## src/rtl/pkt_enq_pkg.sv

```systemverilog
// Shared types for the packet enqueue arbiter: FSM states, source index type
// and the FIFO depth helper.
package pkt_enq_pkg;

    typedef enum logic [2:0] {
        ST_IDLE,
        ST_WAIT_SPACE,
        ST_XFER,
        ST_DROP,
        ST_GAP
    } state_t;

    localparam int MAX_SRC = 8;

    typedef logic [$clog2(MAX_SRC)-1:0] src_idx_t;

    function automatic int fifo_depth(input int addr_width);
        return 1 << addr_width;
    endfunction

endpackage

```

## src/rtl/pkt_enq_arbiter_rr.sv

```systemverilog
// Round-robin picker: first requester at or after the pointer wins; the
// pointer moves past the winner when advancing is enabled.
module rr_arbiter #(
    parameter int NUM_SRC = 4,
    localparam int IDXW = $clog2(NUM_SRC)
) (
    input  logic               clk,
    input  logic               rstn,
    input  logic               sw_rst,
    input  logic [NUM_SRC-1:0] req,
    input  logic               adv,
    output logic [NUM_SRC-1:0] grant,
    output logic [IDXW-1:0]    grant_idx,
    output logic               any_req
);

    logic [IDXW-1:0] ptr;

    always_comb begin : pick
        int j;
        j         = 0;
        grant     = '0;
        grant_idx = '0;
        any_req   = 1'b0;
        for (int k = 0; k < NUM_SRC; k++) begin
            j = int'(ptr) + k;
            if (j >= NUM_SRC) j = j - NUM_SRC;
            if (!any_req && req[j]) begin
                any_req   = 1'b1;
                grant[j]  = 1'b1;
                grant_idx = IDXW'(j);
            end
        end
    end

    always_ff @(posedge clk or negedge rstn) begin
        if (!rstn) begin
            ptr <= '0;
        end else if (sw_rst) begin
            ptr <= '0;
        end else if (adv && any_req) begin
            ptr <= (grant_idx == IDXW'(NUM_SRC - 1)) ? '0 : grant_idx + IDXW'(1);
        end
    end

endmodule

```

## src/rtl/pkt_enq_arbiter.sv

```systemverilog
// Shares the packet processor enqueue port between NUM_SRC sources, granting
// whole packets round-robin once the processor FIFO has room for them.
module pkt_enq_arbiter
    import pkt_enq_pkg::*;
#(
    parameter int NUM_SRC    = 4,
    parameter int DATA_WIDTH = 32,
    parameter int PCK_LEN    = 12,
    parameter int ADDR_WIDTH = 14,
    parameter int GAP_CYC    = 2,
    localparam int IDXW = $clog2(NUM_SRC)
) (
    input  logic                          clk,
    input  logic                          rstn,
    input  logic                          sw_rst,
    input  logic [NUM_SRC-1:0]            src_valid,
    input  logic [NUM_SRC-1:0]            src_sop,
    input  logic [NUM_SRC-1:0]            src_eop,
    input  logic [NUM_SRC*DATA_WIDTH-1:0] src_data,
    input  logic [NUM_SRC*PCK_LEN-1:0]    src_len,
    output logic [NUM_SRC-1:0]            src_ready,
    input  logic                          pck_proc_full,
    input  logic                          pck_proc_overflow,
    input  logic [ADDR_WIDTH:0]           pck_proc_wr_lvl,
    output logic                          enq_req,
    output logic                          in_sop,
    output logic                          in_eop,
    output logic [DATA_WIDTH-1:0]         wr_data_i,
    output logic                          pck_len_valid,
    output logic [PCK_LEN-1:0]            pck_len_i,
    output logic [IDXW-1:0]               grant_id,
    output logic                          busy,
    output logic                          err_len,
    output logic                          err_mismatch
);

    localparam int DEPTH = fifo_depth(ADDR_WIDTH);
    localparam int SPW   = (PCK_LEN + 1 > ADDR_WIDTH + 2) ? PCK_LEN + 1 : ADDR_WIDTH + 2;
    localparam int GW    = $clog2(GAP_CYC + 1) + 1;

    // Whole packet must fit: level plus length may not exceed DEPTH-1.
    function automatic logic fits(input logic [ADDR_WIDTH:0] lvl, input logic [PCK_LEN-1:0] len);
        logic [SPW-1:0] sum;
        sum = SPW'(lvl) + SPW'(len);
        return sum <= SPW'(DEPTH - 1);
    endfunction

    state_t                state;
    src_idx_t              gnt_q;
    logic [PCK_LEN-1:0]    len_q;
    logic [PCK_LEN-1:0]    cnt;
    logic [GW-1:0]         gap_cnt;

    logic                  stall;
    logic [NUM_SRC-1:0]    req;
    logic [NUM_SRC-1:0]    arb_grant;
    logic [IDXW-1:0]       arb_idx;
    logic                  any_req;
    logic [PCK_LEN-1:0]    len_win;
    logic [PCK_LEN-1:0]    cnt_n;
    logic                  moving;
    logic                  beat;
    logic                  first;
    logic [MAX_SRC-1:0]    valid_x;
    logic [MAX_SRC-1:0]    eop_x;
    logic [DATA_WIDTH-1:0] data_x [MAX_SRC];

    assign stall   = pck_proc_full | pck_proc_overflow;
    assign req     = src_valid & src_sop;
    assign valid_x = MAX_SRC'(src_valid);
    assign eop_x   = MAX_SRC'(src_eop);

    for (genvar i = 0; i < MAX_SRC; i++) begin : g_pad
        if (i < NUM_SRC) begin : g_src
            assign data_x[i] = src_data[i*DATA_WIDTH +: DATA_WIDTH];
        end else begin : g_none
            assign data_x[i] = '0;
        end
    end

    rr_arbiter #(.NUM_SRC(NUM_SRC)) u_rr (
        .clk       (clk),
        .rstn      (rstn),
        .sw_rst    (sw_rst),
        .req       (req),
        .adv       (state == ST_IDLE),
        .grant     (arb_grant),
        .grant_idx (arb_idx),
        .any_req   (any_req)
    );

    always_comb begin
        len_win = '0;
        for (int i = 0; i < NUM_SRC; i++) begin
            if (arb_grant[i]) len_win = len_win | src_len[i*PCK_LEN +: PCK_LEN];
        end
    end

    assign moving = (state == ST_XFER) || (state == ST_DROP);
    assign beat   = moving && !stall && valid_x[gnt_q];
    assign first  = (cnt == '0);
    assign cnt_n  = cnt + PCK_LEN'(1);

    always_comb begin
        for (int i = 0; i < NUM_SRC; i++) begin
            src_ready[i] = moving && !stall && (gnt_q == src_idx_t'(i));
        end
    end

    assign busy     = (state != ST_IDLE);
    assign grant_id = gnt_q[IDXW-1:0];

    always_ff @(posedge clk or negedge rstn) begin
        if (!rstn) begin
            state         <= ST_IDLE;
            gnt_q         <= '0;
            len_q         <= '0;
            cnt           <= '0;
            gap_cnt       <= '0;
            enq_req       <= 1'b0;
            in_sop        <= 1'b0;
            in_eop        <= 1'b0;
            wr_data_i     <= '0;
            pck_len_valid <= 1'b0;
            pck_len_i     <= '0;
            err_len       <= 1'b0;
            err_mismatch  <= 1'b0;
        end else if (sw_rst) begin
            state         <= ST_IDLE;
            gnt_q         <= '0;
            len_q         <= '0;
            cnt           <= '0;
            gap_cnt       <= '0;
            enq_req       <= 1'b0;
            in_sop        <= 1'b0;
            in_eop        <= 1'b0;
            wr_data_i     <= '0;
            pck_len_valid <= 1'b0;
            pck_len_i     <= '0;
            err_len       <= 1'b0;
            err_mismatch  <= 1'b0;
        end else begin
            enq_req       <= 1'b0;
            in_sop        <= 1'b0;
            in_eop        <= 1'b0;
            pck_len_valid <= 1'b0;
            pck_len_i     <= '0;
            err_len       <= 1'b0;
            err_mismatch  <= 1'b0;
            case (state)
                ST_IDLE: begin
                    if (any_req) begin
                        gnt_q <= src_idx_t'(arb_idx);
                        len_q <= len_win;
                        cnt   <= '0;
                        if (len_win < PCK_LEN'(2)) begin
                            state   <= ST_DROP;
                            err_len <= 1'b1;
                        end else if (fits(pck_proc_wr_lvl, len_win)) begin
                            state <= ST_XFER;
                        end else begin
                            state <= ST_WAIT_SPACE;
                        end
                    end
                end
                ST_WAIT_SPACE: begin
                    if (fits(pck_proc_wr_lvl, len_q)) state <= ST_XFER;
                end
                ST_XFER: begin
                    if (beat) begin
                        cnt       <= cnt_n;
                        wr_data_i <= data_x[gnt_q];
                        // A first beat that already carries eop would need sop and
                        // eop together, so it is swallowed instead of enqueued.
                        if (first && eop_x[gnt_q]) begin
                            err_mismatch <= 1'b1;
                            gap_cnt      <= '0;
                            state        <= ST_GAP;
                        end else begin
                            enq_req       <= 1'b1;
                            in_sop        <= first;
                            pck_len_valid <= first;
                            if (first) pck_len_i <= len_q;
                            if (eop_x[gnt_q]) begin
                                in_eop       <= 1'b1;
                                err_mismatch <= (cnt_n != len_q);
                                gap_cnt      <= '0;
                                state        <= ST_GAP;
                            end else if (cnt_n == len_q) begin
                                in_eop       <= 1'b1;
                                err_mismatch <= 1'b1;
                                state        <= ST_DROP;
                            end
                        end
                    end
                end
                ST_DROP: begin
                    if (beat && eop_x[gnt_q]) begin
                        gap_cnt <= '0;
                        state   <= ST_GAP;
                    end
                end
                ST_GAP: begin
                    if (gap_cnt == GW'(GAP_CYC)) state <= ST_IDLE;
                    else gap_cnt <= gap_cnt + GW'(1);
                end
                default: state <= ST_IDLE;
            endcase
        end
    end

endmodule
```

## config.mk

```make
export PLATFORM = sky130hd
export DESIGN_NAME = pkt_enq_arbiter
export DESIGN_NICKNAME = d
export VERILOG_FILES = /design/src/rtl/pkt_enq_pkg.sv /design/src/rtl/pkt_enq_arbiter_rr.sv /design/src/rtl/pkt_enq_arbiter.sv
export SDC_FILE = /design/constraint.sdc
export NUM_CORES = 1
export LEC_CHECK = 0
export BUFFER_PORTS_ARGS = -buffer_cell sky130_fd_sc_hd__buf_2
export CAP_MARGIN = 10
export CORE_MARGIN = 4
export CORE_UTILIZATION = 40
export DETAILED_ROUTE_END_ITERATION = 6
export MAX_ROUTING_LAYER = met4
export PLACE_DENSITY = 0.7
export SLEW_MARGIN = 20
export SYNTH_ARGS = -nofsm -noshare
export SYNTH_HDL_FRONTEND = slang
export SYNTH_HIERARCHICAL = 1
export SYNTH_SLANG_ARGS = --single-unit
```

## constraint.sdc

```tcl
create_clock -name clk -period 7.2 [get_ports clk]
set_clock_uncertainty 0.1 [all_clocks]
set_input_delay 0 -clock clk [delete_from_list [all_inputs] [get_ports clk]]
set_output_delay 0 -clock clk [all_outputs]
set_load 0.05 [all_outputs]
```

==> results.toml <==
[synthesis]
yosysWarningCount = 6
synthTopCellsByArea = "sky130_fd_sc_hd__dfrtp_1 (35%), sky130_fd_sc_hd__mux4_2 (14%), sky130_fd_sc_hd__ha_1 (8.0%)"
mappedNetlistArea_um2 = 5970
syn-num-nets = 817
number_of_distinct_standard_cells_referenced_by_the_synthesized_netlist = 62
synth_sequential_area_ratio_pct = 34.8
number_of_synthesized_flops_with_an_enable_pin = 0
synth-main-ff-cell = "sky130_fd_sc_hd__dfrtp_1"
share_of_synthesized_registers_carrying_an_async_set_or_reset_pct = 100
synth.avg_cell_area_um2 = 10.5
synth.largest_area_cell = "sky130_fd_sc_hd__dfrtp_1"
synth_cells = 569
yosysTopAreaCellShare_pct = 34.8
postSynthRegisterBits = 83

[placed_design]
number_of_port_buffers = 264
dp_hpwl_um = 14600
dpl-instance-area_um2 = 7420
gp_congestion = 0.864

[clock_tree]
cts.sinks = 83
cts_made_buffers = 9
cts_htree_levels = 3
clock_pin_slew_on_the_worst_setup_and_hold_paths_ps = 60
tritoncts = "done"
clock_latency_ps = 340
cts_root_buf = "sky130_fd_sc_hd__clkbuf_16"
clockBufferDepth = 2
post-cts-setup-buffer-count = 0

[run_status]
result_of_the_run = "finished clean"

[setup_path]
setup.reg_to_reg.worst_slack_ps = 1500
cp.required_ps = 7340
crit_path_top_delay_cell = "sky130_fd_sc_hd__dfrtp_1"
worst-path-max-fanout = 19
worst_r2r_path_depth = 17
crit-reg2reg-launch = "u_rr/ptr[0]$_DFFE_PN0P_"
cp-end-kind = "flop"
worst_ep_arrival_time_ps = 5840
critical-path-top-delay-family = "compound AO/OA/AOI/OAI gates"
regToRegEndpoint = "state[1]$_DFFE_PN0P_"
worstPathCellList = "inv_1 -> ha_1 -> mux4_2 -> and2b_1 -> a22oi_1 -> o21ai_1 -> a22oi_1 -> dlygate4sd3_1 -> nand2_1 -> ha_1 -> a21oi_1 -> nor2_1 -> or4_1 -> a32oi_1 -> mux2i_1 -> o21ai_0 -> o32ai_1"
timing_worst_setup_path_type = "flop to flop"
critPathLaunchType = "flop"
max_stage_delay_ps = 750
buffers_inverters_on_critical_path = 2

[cells_and_area]
final_cell_area_um2 = 8320
fill_cells = 1276
design.final.nets = 1122
flow.area_growth_from_synthesis_pct = 39.5
post_route_cells_drive_above_1_share_pct = 37.9

[global_routing]
grt_antenna_before_repair = 1
grt_overflow = 0
grt_pass1_vias = 5745
grt_pass1_wl_um = 29700
grt_usage_pct = 23.1
grt_max_degree = 47

[sta]
final-hold-violation-count = 0
timing.setup.tns_ps = 0
period_needed_ps = 5700
finalSetupViolCount = 0
grt_setup_unrepaired = "false"
slew-limit-headroom_pct = 41.4
worst-slew-pin-transition_ps = 874
timing.fmax_ghz = 0.176
maxSlewViolCount = 0
period_share_pct = 79.1

[power]
static-leakage-power_nw = 4.10
peakVddDrop_mv = 0.175
pwr_density_cell_nw_per_um2 = 294

[route]
route.detailed.wl_per_inst_um = 18.5
routed_wirelength_um = 19700
detail_route.drc_violations = 0
avgViaCountPerCell = 5.61
first_pass_drt_iterations = 5
final_antenna_net_count = 0
detailedRoute.firstIterationViolations = 357
via_count = 5974

[min_path]
hold-path-cell-count = 3
hold_worst_path_end = "wr_data_i[22]$_DFFE_PN0P_"
holdCritPathClass = "input port to flop"
min_from = "src_data[86]"

[floorplanning]
floorplan.rows = 44
floorplan.initialDensity_pct = 40.9
floorplan_core_area_um2 = 14600
die-area_um2 = 16900
dieWidth_um = 130
ios = 265
dieHeight_um = 130

[job]
cap_violations = 0
## tightest hold or removal path, cell delays in order
cell,delay [ps]
sky130_fd_sc_hd__buf_2,70
sky130_fd_sc_hd__mux4_2,230
sky130_fd_sc_hd__a22o_1,110
## worst max-delay path by stage
stage	from	endpoint	slack, ps	cells past startpoint
2_1_floorplan	u_rr/ptr[0]$_DFFE_PN0P_	state[1]$_DFFE_PN0P_	2560	19
3_3_place_gp	u_rr/ptr[0]$_DFFE_PN0P_	state[1]$_DFFE_PN0P_	1850	16
3_5_place_dp	u_rr/ptr[0]$_DFFE_PN0P_	state[1]$_DFFE_PN0P_	2090	16
4_1_cts	u_rr/ptr[0]$_DFFE_PN0P_	state[1]$_DFFE_PN0P_	1550	17
5_1_grt	u_rr/ptr[0]$_DFFE_PN0P_	state[1]$_DFFE_PN0P_	1120	19
6_report	u_rr/ptr[0]$_DFFE_PN0P_	state[1]$_DFFE_PN0P_	1500	17
## metrics by stage
step | hold slack, ps | worst slack, ps | utilization (%) | std cells | total power [mW]
2_1_floorplan | -396 | 2560 | - | 569 | 1.54
3_3_place_gp | -101 | 1850 | 50.9 | 987 | 1.83
3_5_place_dp | -95.4 | 2090 | 50.9 | 987 | 1.85
4_1_cts | 0.0567 | 1550 | 57.0 | 1063 | 2.45
5_1_grt | 5.95 | 1120 | 57.0 | 1064 | 2.62
6_report | 6.80 | 1500 | 57.0 | 1064 | 2.45
## placed cells by master, fill, tap and decap left out, types with 16 or more instances in the layout
| cell type | instances |
|---|---|
| sky130_fd_sc_hd__dfrtp_1 | 82 |
| sky130_fd_sc_hd__ha_1 | 38 |
| sky130_fd_sc_hd__dlygate4sd3_1 | 60 |
| sky130_fd_sc_hd__nand2_1 | 46 |
| sky130_fd_sc_hd__buf_2 | 263 |
| sky130_fd_sc_hd__o21ai_0 | 30 |
| sky130_fd_sc_hd__a21oi_1 | 18 |
| sky130_fd_sc_hd__and2_1 | 17 |
| sky130_fd_sc_hd__mux4_2 | 36 |
| sky130_fd_sc_hd__a22oi_1 | 32 |
| sky130_fd_sc_hd__a22o_1 | 47 |
| sky130_fd_sc_hd__inv_1 | 16 |
| sky130_fd_sc_hd__nor2_1 | 31 |
## timing repair
action | CTS | global route
resized for setup | 0 | 0
hold buffers | 60 | 0
setup endpoints to repair | 0 | 0
hold endpoints to repair | 69 | 0
## cell type report
| type | count | area [µm²] | share of cell area, % |
|---|---|---|---|
| clock inverter | 6 | 65.1 | 0.782 |
| tap | 184 | 230 | 2.77 |
| inverter | 16 | 60.1 | 0.722 |
| timing repair buffer | 330 | 1970 | 23.7 |
| multi-input combinational | 434 | 3690 | 44.3 |
| clock buffer | 10 | 229 | 2.75 |
| sequential | 83 | 2080 | 25.0 |
| antenna | 1 | 2.50 | 0.0301 |
## where the power goes
group	leakage [nW]	internal [mW]	switching (mW)
combinational	2.81	0.645	0.707
sequential	1.15	0.525	0.103
clock	0.143	0.270	0.197
## cells by family (layout without fill, tap and decap cells)
family / Yosys count / in the layout / synth area share (%)
compound gates: 172 / 172 / 20.7
xor+xnor: 18 / 18 / 2.64
simple gates: 157 / 157 / 13.6
flops: 83 / 83 / 34.8
mux: 47 / 47 / 16.0
fa+ha+maj: 40 / 40 / 8.64
buf+inv: 52 / 362 / 3.52
other cells: 0 / 1 / 0
## layer usage
metal	up-vias	wire (µm)	global-route usage, %
li1	2796	-	-
met1	2927	8210	30.5
met2	213	9910	36.0
met3	38	1080	4.58
met4	0	471	7.15
met5	-	0	-
## registers in the layout, indices dropped and copies added, names as in the netlist, 2 cells and up
name,flops
wr_data_i,32
cnt,12
len_q,12
pck_len_i,12
gap_cnt,3
state,3
gnt_q,2
u_rr/ptr,2
## cell usage after synthesis, types with 3 or more instances
| master | count |
|---|---|
| sky130_fd_sc_hd__dfrtp_1 | 83 |
| sky130_fd_sc_hd__a22o_1 | 47 |
| sky130_fd_sc_hd__nand2_1 | 46 |
| sky130_fd_sc_hd__ha_1 | 38 |
| sky130_fd_sc_hd__mux4_2 | 36 |
| sky130_fd_sc_hd__o21ai_0 | 34 |
| sky130_fd_sc_hd__a22oi_1 | 32 |
| sky130_fd_sc_hd__nor2_1 | 31 |
| sky130_fd_sc_hd__clkbuf_1 | 28 |
| sky130_fd_sc_hd__a21oi_1 | 19 |
| sky130_fd_sc_hd__and2_1 | 17 |
| sky130_fd_sc_hd__inv_1 | 16 |
| sky130_fd_sc_hd__nand3_1 | 15 |
| sky130_fd_sc_hd__nor3_1 | 10 |
| sky130_fd_sc_hd__xnor2_1 | 10 |
| sky130_fd_sc_hd__mux2i_1 | 8 |
| sky130_fd_sc_hd__xor2_1 | 8 |
| sky130_fd_sc_hd__nor4_1 | 7 |
| sky130_fd_sc_hd__nor2b_1 | 6 |
| sky130_fd_sc_hd__o31ai_1 | 6 |
| sky130_fd_sc_hd__a211oi_1 | 5 |
| sky130_fd_sc_hd__a21o_1 | 5 |
| sky130_fd_sc_hd__and3_1 | 4 |
| sky130_fd_sc_hd__buf_1 | 3 |
| sky130_fd_sc_hd__nand2b_1 | 3 |
| sky130_fd_sc_hd__o211ai_1 | 3 |
| sky130_fd_sc_hd__o22ai_1 | 3 |
No activity file was read; power rests on OpenSTA's default activity.
